===== config.mk =====
export PLATFORM = sky130hd
export DESIGN_NAME = video_sync_gen
export DESIGN_NICKNAME = d
export VERILOG_FILES = /design/src/rtl/video_timing_pkg.sv /design/src/rtl/video_axis_counter.sv /design/src/rtl/video_sync_gen.sv
export SDC_FILE = /design/constraint.sdc
export NUM_CORES = 1
export LEC_CHECK = 0
export ABC_AREA = 1
export BUFFER_PORTS_ARGS = -buffer_cell sky130_fd_sc_hd__buf_2
export CAP_MARGIN = 20
export CORE_MARGIN = 10
export CORE_UTILIZATION = 56
export CTS_BUF_LIST = sky130_fd_sc_hd__clkbuf_16
export CTS_CLUSTER_SIZE = 10
export DETAILED_ROUTE_END_ITERATION = 10
export GPL_TIMING_DRIVEN = 1
export PLACE_DENSITY = 0.77
export SYNTH_ARGS = -nofsm -noshare
export SYNTH_HDL_FRONTEND = slang
export SYNTH_HIERARCHICAL = 1
export SYNTH_SLANG_ARGS = --single-unit

===== constraint.sdc =====
create_clock -name clkvideo -period 2.4 [get_ports clkvideo]
set_clock_uncertainty 0.15 [all_clocks]
set_input_delay 0.6 -clock clkvideo [delete_from_list [all_inputs] [get_ports clkvideo]]
set_output_delay 0.6 -clock clkvideo [all_outputs]
set_load 0.005 [all_outputs]

===== src/rtl/video_timing_pkg.sv =====
// ---------------------------------------------------------------------------
// video_timing_pkg
//   15 kHz raster timing constants for PAL and NTSC, plus the shared types
//   used by the sync generator and its axis counters.
//   Contents:
//     CNT_W           width of the horizontal and vertical counters
//     h_timing_t      horizontal geometry (total / active / porch / sync)
//     v_timing_t      vertical geometry, one set per video standard
//     video_mode_e    latched video standard
//     vid_out_t       bundle of registered video outputs and its reset value
//     in_window()     half-open range test used by the sync decode
// ---------------------------------------------------------------------------
package video_timing_pkg;

    localparam int CNT_W = 9;

    // Horizontal: 416 clocks = 64 us at 6.5 MHz.
    localparam int H_TOTAL  = 416;
    localparam int H_ACTIVE = 320;
    localparam int H_FP     = 16;
    localparam int H_SYNC   = 31;

    // PAL lines.
    localparam int PV_TOTAL  = 312;
    localparam int PV_ACTIVE = 256;
    localparam int PV_FP     = 16;
    localparam int PV_SYNC   = 3;

    // NTSC lines.
    localparam int NV_TOTAL  = 262;
    localparam int NV_ACTIVE = 240;
    localparam int NV_FP     = 3;
    localparam int NV_SYNC   = 3;

    // Shortest line the downstream scandoubler will lock to.
    localparam int MIN_LINE = 128;

    typedef struct packed {
        logic [CNT_W-1:0] total;
        logic [CNT_W-1:0] active;
        logic [CNT_W-1:0] fp;
        logic [CNT_W-1:0] sync;
    } h_timing_t;

    typedef struct packed {
        logic [CNT_W-1:0] total;
        logic [CNT_W-1:0] active;
        logic [CNT_W-1:0] fp;
        logic [CNT_W-1:0] sync;
    } v_timing_t;

    localparam h_timing_t H_TIMING = '{
        total:  CNT_W'(H_TOTAL),
        active: CNT_W'(H_ACTIVE),
        fp:     CNT_W'(H_FP),
        sync:   CNT_W'(H_SYNC)
    };

    localparam v_timing_t PAL_TIMING = '{
        total:  CNT_W'(PV_TOTAL),
        active: CNT_W'(PV_ACTIVE),
        fp:     CNT_W'(PV_FP),
        sync:   CNT_W'(PV_SYNC)
    };

    localparam v_timing_t NTSC_TIMING = '{
        total:  CNT_W'(NV_TOTAL),
        active: CNT_W'(NV_ACTIVE),
        fp:     CNT_W'(NV_FP),
        sync:   CNT_W'(NV_SYNC)
    };

    typedef enum logic {
        MODE_PAL  = 1'b0,
        MODE_NTSC = 1'b1
    } video_mode_e;

    typedef struct packed {
        logic [2:0] r;
        logic [2:0] g;
        logic [2:0] b;
        logic       hsync_n;
        logic       vsync_n;
        logic       csync_n;
        logic       blank;
        logic       line_start;
        logic       frame_irq;
    } vid_out_t;

    localparam vid_out_t VID_OUT_RESET = '{
        r:          3'd0,
        g:          3'd0,
        b:          3'd0,
        hsync_n:    1'b1,
        vsync_n:    1'b1,
        csync_n:    1'b1,
        blank:      1'b1,
        line_start: 1'b0,
        frame_irq:  1'b0
    };

    // True when lo <= pos < lo+len.
    function automatic logic in_window(input logic [CNT_W-1:0] pos,
                                       input int               lo,
                                       input int               len);
        return (int'(pos) >= lo) && (int'(pos) < lo + len);
    endfunction

endpackage : video_timing_pkg


===== src/rtl/video_axis_counter.sv =====
// ---------------------------------------------------------------------------
// video_axis_counter
//   Enabled wrap counter for one raster axis. Counts 0..last_i and wraps to 0.
//   tc_o is high in the enabled cycle in which the counter wraps, so the
//   horizontal tc_o can directly enable the vertical counter.
//   Ports:
//     clk_i    pixel clock
//     rst_i    async, active-high reset (count -> 0)
//     en_i     advance the counter this cycle
//     last_i   terminal value (total-1); may change only when count is 0
//     count_o  live counter value
//     tc_o     wrap strobe (en_i && count at or beyond last_i)
// ---------------------------------------------------------------------------
module video_axis_counter
    import video_timing_pkg::*;
(
    input  logic             clk_i,
    input  logic             rst_i,
    input  logic             en_i,
    input  logic [CNT_W-1:0] last_i,
    output logic [CNT_W-1:0] count_o,
    output logic             tc_o
);

    logic [CNT_W-1:0] count_q;
    logic [CNT_W-1:0] count_d;

    // NOTE: every signal written in an always_comb gets a default first, so no
    // path leaves it unassigned and no latch is inferred.
    always_comb begin
        count_d = count_q;
        // >= rather than == so a count left beyond a shortened total still wraps.
        tc_o    = en_i && (count_q >= last_i);
        if (en_i) begin
            count_d = tc_o ? '0 : count_q + 1'b1;
        end
    end

    // NOTE: sequential state uses non-blocking assignments only, so every
    // register samples its inputs from before the clock edge.
    always_ff @(posedge clk_i or posedge rst_i) begin
        if (rst_i) begin
            count_q <= '0;
        end else begin
            count_q <= count_d;
        end
    end

    assign count_o = count_q;

endmodule : video_axis_counter


===== src/rtl/video_sync_gen.sv =====
// ---------------------------------------------------------------------------
// video_sync_gen
//   15 kHz raster timing generator. Produces PAL or NTSC line/frame counters,
//   blanking, syncs and gated pixel data for the scandoubler input.
//   The video standard is latched only when both counters wrap, so a frame
//   always finishes with the geometry it started with.
//   Every derived output is registered one cycle after the (hc,vc) it is
//   decoded from; hc/vc themselves are the live counters.
//   Ports:
//     clkvideo             pixel clock
//     reset                async, active-high reset
//     ntsc                 requested standard (0=PAL, 1=NTSC), used at frame wrap
//     ri, gi, bi           pixel for the current hc/vc
//     hc, vc               live horizontal / vertical counters
//     ro, go, bo           pixel out, 0 outside the active area
//     hsync_n, vsync_n     active-low line / frame sync
//     csync_n              hsync_n & vsync_n, registered
//     blank                1 outside the active area
//     line_start           pulse on the first cycle of every line
//     frame_irq            pulse on the first cycle of vsync
// ---------------------------------------------------------------------------
module video_sync_gen
    import video_timing_pkg::*;
#(
    parameter h_timing_t H      = H_TIMING,
    parameter v_timing_t PAL_V  = PAL_TIMING,
    parameter v_timing_t NTSC_V = NTSC_TIMING
) (
    input  logic             clkvideo,
    input  logic             reset,
    input  logic             ntsc,
    input  logic [2:0]       ri,
    input  logic [2:0]       gi,
    input  logic [2:0]       bi,
    output logic [CNT_W-1:0] hc,
    output logic [CNT_W-1:0] vc,
    output logic [2:0]       ro,
    output logic [2:0]       go,
    output logic [2:0]       bo,
    output logic             hsync_n,
    output logic             vsync_n,
    output logic             csync_n,
    output logic             blank,
    output logic             line_start,
    output logic             frame_irq
);

    // ---------------------------------------------------------------------
    // Geometry sanity, evaluated at elaboration.
    // ---------------------------------------------------------------------
    if (int'(H.active) + int'(H.fp) + int'(H.sync) > int'(H.total)) begin : g_bad_hsync
        $fatal(1, "video_sync_gen: hsync does not fit inside the line");
    end
    if (int'(H.total) < MIN_LINE) begin : g_short_line
        $fatal(1, "video_sync_gen: line shorter than the scandoubler minimum");
    end
    if (int'(PAL_V.active) + int'(PAL_V.fp) + int'(PAL_V.sync) > int'(PAL_V.total)) begin : g_bad_pal
        $fatal(1, "video_sync_gen: PAL vsync does not fit inside the frame");
    end
    if (int'(NTSC_V.active) + int'(NTSC_V.fp) + int'(NTSC_V.sync) > int'(NTSC_V.total)) begin : g_bad_ntsc
        $fatal(1, "video_sync_gen: NTSC vsync does not fit inside the frame");
    end

    // ---------------------------------------------------------------------
    // Counters
    // ---------------------------------------------------------------------
    video_mode_e mode_q;
    video_mode_e mode_d;
    v_timing_t   v_sel;
    logic        h_tc;
    logic        v_tc;

    always_comb begin
        v_sel = (mode_q == MODE_NTSC) ? NTSC_V : PAL_V;
    end

    video_axis_counter u_hcnt (
        .clk_i   (clkvideo),
        .rst_i   (reset),
        .en_i    (1'b1),
        .last_i  (H.total - 1'b1),
        .count_o (hc),
        .tc_o    (h_tc)
    );

    // The vertical total follows the latched mode, which only changes on the
    // same edge that returns vc to 0, so vc never sits beyond its total.
    video_axis_counter u_vcnt (
        .clk_i   (clkvideo),
        .rst_i   (reset),
        .en_i    (h_tc),
        .last_i  (v_sel.total - 1'b1),
        .count_o (vc),
        .tc_o    (v_tc)
    );

    // ---------------------------------------------------------------------
    // Mode latch: sampled only on the frame wrap.
    // ---------------------------------------------------------------------
    always_comb begin
        mode_d = mode_q;
        if (h_tc && v_tc) begin
            mode_d = ntsc ? MODE_NTSC : MODE_PAL;
        end
    end

    always_ff @(posedge clkvideo or posedge reset) begin
        if (reset) begin
            mode_q <= MODE_PAL;
        end else begin
            mode_q <= mode_d;
        end
    end

    // ---------------------------------------------------------------------
    // Decode on the live (hc,vc) and register one cycle later.
    // ---------------------------------------------------------------------
    logic     act;
    logic     hs;
    logic     vs;
    vid_out_t out_d;
    vid_out_t out_q;

    always_comb begin
        act = (hc < H.active) && (vc < v_sel.active);
        hs  = in_window(hc, int'(H.active) + int'(H.fp), int'(H.sync));
        vs  = in_window(vc, int'(v_sel.active) + int'(v_sel.fp), int'(v_sel.sync));

        out_d            = VID_OUT_RESET;
        out_d.r          = act ? ri : 3'd0;
        out_d.g          = act ? gi : 3'd0;
        out_d.b          = act ? bi : 3'd0;
        out_d.blank      = ~act;
        out_d.hsync_n    = ~hs;
        out_d.vsync_n    = ~vs;
        // Built from the same decode terms so it lands on the same edge as
        // hsync_n/vsync_n and cannot glitch.
        out_d.csync_n    = ~(hs | vs);
        out_d.line_start = (hc == '0);
        out_d.frame_irq  = (hc == '0) &&
                           (int'(vc) == int'(v_sel.active) + int'(v_sel.fp));
    end

    always_ff @(posedge clkvideo or posedge reset) begin
        if (reset) begin
            out_q <= VID_OUT_RESET;
        end else begin
            out_q <= out_d;
        end
    end

    assign ro         = out_q.r;
    assign go         = out_q.g;
    assign bo         = out_q.b;
    assign hsync_n    = out_q.hsync_n;
    assign vsync_n    = out_q.vsync_n;
    assign csync_n    = out_q.csync_n;
    assign blank      = out_q.blank;
    assign line_start = out_q.line_start;
    assign frame_irq  = out_q.frame_irq;

endmodule : video_sync_gen


==> impl_metrics.csv <==
group,metric,value,unit
yosys,ys_types,27,
routing,drt_iter0_markers,98,
yosys,synthAdderAreaFrac,14.87,%
global_route,grt.busiest_layer,"met2",
worst_setup_path,endpoint_kind,"flop",
worst_setup_path,required,2.47,ns
hold_path,hold_path.class,"input pin to async pin",
worst_setup_path,timing.rr.start,"u_hcnt/count_o[8]",
clock_tree,cts-root-buf,"clkbuf_16",
yosys,synth_area_per_cell,7.853,sq um
job,drv_cap,0,
power_and_ir_drop,vdd_drop_max,0.5944,mV
routing,remaining_drc_errors,0,
final_layout,area_growth,26.18,%
worst_setup_path,start_kind,"flop",
yosys,synth-xor-area-share,2.974,%
worst_setup_path,crit_chain,"ha_1, nand2_1, o21a_1, a21oi_4, inv_2, nor2_4, nand2_2, nor2_1, nand3_1, nand2_1, nand2_1, inv_1",
clock_tree,h-tree-depth,2,
clock_tree,cts_resized,0,
floorplanning,die-width,84.86,microns
timing,setup_tns,0,ns
timing,setup_viol,0,
worst_setup_path,critical_path_buf_inv_count,2,
timing,fin_crit,2.144,ns
yosys,synthMuxAreaShare,0,%
clock_tree,cts_made_buffers,5,
worst_setup_path,r2r_cells,12,
yosys,syn_area,2356,sq um
final_layout,n_fill_cell,334,
routing,avgRoutedWirePerCell,12.91,microns
placement,dpl.cell_count,426,
clock_tree,post_cts_buffers,0,
yosys,yosys_register_bits,34,
floorplanning,rows,23,
yosys,synth-seq-area-share,36.33,%
global_route,antenna_found_initial,0,
floorplanning,core_area,4029,sq um
power_and_ir_drop,power_leakage,1.739,nW
global_route,overflow,0,
clock_tree,clkLatencyLatePin,0.28,ns
global_route,use_met3,4.589,%
routing,ant_nets,0,
routing,routed_wl,5602,microns
timing,slew_headroom,61.85,%
global_route,grt_usage,15.91,%
yosys,syn_inst,300,
timing,rsz0062_at_grt,"false",
final_layout,num_antenna_cells,0,
placement,dp_hpwl,4338,microns
power_and_ir_drop,p_per_area,691.0,nW/um^2
routing,viasPerCell,4.871,
placement,portBuffers,44,
placement,place_congestion,0.8386,
routing,dr_total_vias,2114,
yosys,synth-simple-area-share,30.16,%
worst_setup_path,worstSetupStartpoint,"u_hcnt/count_o[8]",
worst_setup_path,crit_cells,12,
timing,timing.final.crit_share,89.31,%
global_route,grt_max_degree,17,
global_route,grt_pass1_vias,2094,
routing,first_pass_iters,4,
final_layout,seq_area,855.8,sq um
global_route,grt_pass1_wl,9798,microns
global_route,grtUsageMet1,19.33,%
yosys,synth_top_family_by_area,"simple AND/OR/NAND/NOR gates",
timing,tightest_slew,0.5716,ns
clock_tree,cts_buffer_depth,2,
clock_tree,cts_tree,"built",
clock_tree,clk_pin_slew_worst_paths,0.05,ns
final_layout,multi_input_area,1358,sq um
global_route,use_met2,26.63,%
floorplanning,ios,45,
timing,max_freq,466.5,MHz
run_status,status,"complete, no violations",
final_layout,layout.cells.non_filler,434,
worst_setup_path,crit_top_cell,"nand2_1",
worst_setup_path,path_delay_family,"simple AND/OR/NAND/NOR gates",
clock_tree,cts_sinks,34,
worst_setup_path,path_max_fanout,7,
worst_setup_path,cpPeakStageDelay,0.50,ns
clock_tree,cts.hold.buffers_added,0,
worst_setup_path,slowest_stage,"dfrtp_1",
floorplanning,die_h,84.86,microns
floorplanning,fp.dieArea,7201,sq um
timing,hold_violations,0,
final_layout,nets,423,
floorplanning,start_util,58.48,%
timing,final-max-slew-violation-count,0,
yosys,yosys_warnings,6,
worst_setup_path,path_class,"flop to flop",
final_layout,drive_above_1_share,23.70,%
worst_setup_path,cp.arrival,2.21,ns
yosys,synth_compound_area_share,6.267,%
registers in the layout, summed over array words and instances, names as in the netlist:
| name | cells |
|---|---|
| blank | 1 |
| bo | 3 |
| csync_n | 1 |
| frame_irq | 1 |
| go | 3 |
| hsync_n | 1 |
| line_start | 1 |
| mode_q | 1 |
| ro | 3 |
| u_hcnt/count_o | 9 |
| u_vcnt/count_o | 9 |
| vsync_n | 1 |
Yosys cell counts:
master | count | share of area, %
nand2_1 | 69 | 11
inv_1 | 55 | 8.8
nor2_1 | 45 | 7.2
dfrtp_1 | 30 | 32
ha_1 | 28 | 15
nand3_1 | 11 | 2.3
a21oi_1 | 7 | 1.5
nand4_1 | 7 | 1.9
nand2_2 | 5 | 1.3
dfstp_2 | 4 | 4.5
nor2_4 | 4 | 1.9
nor3_1 | 4 | 0.85
xnor2_1 | 4 | 1.5
xor2_1 | 4 | 1.5
o21bai_1 | 3 | 0.96
a21oi_4 | 2 | 1.4
a31o_1 | 2 | 0.74
conb_1 | 2 | 0.32
inv_2 | 2 | 0.32
nand2_4 | 2 | 0.96
nand4_2 | 2 | 1.1
nor2_2 | 2 | 0.53
o21a_1 | 2 | 0.64
a21oi_2 | 1 | 0.37
and2_1 | 1 | 0.27
nand4_4 | 1 | 0.90
o21ai_4 | 1 | 0.69
metal layers:
metal,share of wire (%),wire length (microns)
met5,0,0
met4,1.2,69
met3,6.7,378
met2,49,2722
met1,43,2432
final timing paths:
kind                       slack (ns)                 to
max reg2reg                      0.26  u_vcnt/count_o[8]
max                              0.26  u_vcnt/count_o[8]
min reg2reg                      0.43  u_hcnt/count_o[0]
min in group clkvideo            0.38              ro[1]
min                              0.15  u_vcnt/count_o[1]
max in group asynchronous        1.48              go[0]
logic make-up (layout without fill, tap and decap cells):
family / after synthesis / in the layout
xor+xnor: 8 / 8
other cells: 2 / 21
flops: 34 / 34
buf+inv: 57 / 122
compound gates: 18 / 18
fa+ha+maj: 28 / 28
simple gates: 153 / 153
cells in the final DEF, fill, tap and decap left out, types with 2 or more instances in the layout:
cell and n:
buf_2 44, nor2_2 2, dfrtp_1 30, nand3_1 11
buf_4 13, nor3_1 4, inv_1 55, nand4_2 2
xor2_1 4, dfstp_2 4, inv_2 2, nor2_1 45
o21bai_1 3, nor2_4 4, conb_1 21, nand4_1 7
clkbuf_16 5, a21oi_1 7, ha_1 28, nand2_4 2
nand2_1 69, a21oi_4 2, a31o_1 2, xnor2_1 4
o21a_1 2, clkinv_2 2, nand2_2 5
layout make-up:
type / instances / area share (%)
clock buffers: 5 / 4.209
clock inverters: 3 / 1.347
inverters: 57 / 7.197
multi-input cells: 228 / 45.66
flip-flops and latches: 34 / 28.79
well taps: 50 / 2.104
repair buffers: 57 / 10.69
metrics by stage:
step | utilization (%) | total power [mW] | hold WS, ns | cell area (sq um) | setup slack [ns]
final | 73.79 | 2.054 | 0.1534 | 2973 | 0.2565
after global routing | 73.79 | 2.186 | 0.2050 | 2973 | 0.1067
after CTS | 73.79 | 2.061 | 0.1689 | 2973 | 0.2662
after detailed placement | 69.69 | 1.329 | 0.4197 | 2808 | 0.2783
after global placement | 69.69 | 1.315 | 0.4001 | 2808 | 0.3825
after floorplan | - | 1.084 | 0.2779 | 2427 | 0.2163
report_power, final:
part,internal (mW),switching [mW],leakage [nW]
Sequential,0.642,0.0535,0.423
Combinational,0.269,0.371,1.23
Clock,0.485,0.233,0.0836
Note: power is estimated with default switching activity, not from simulation.
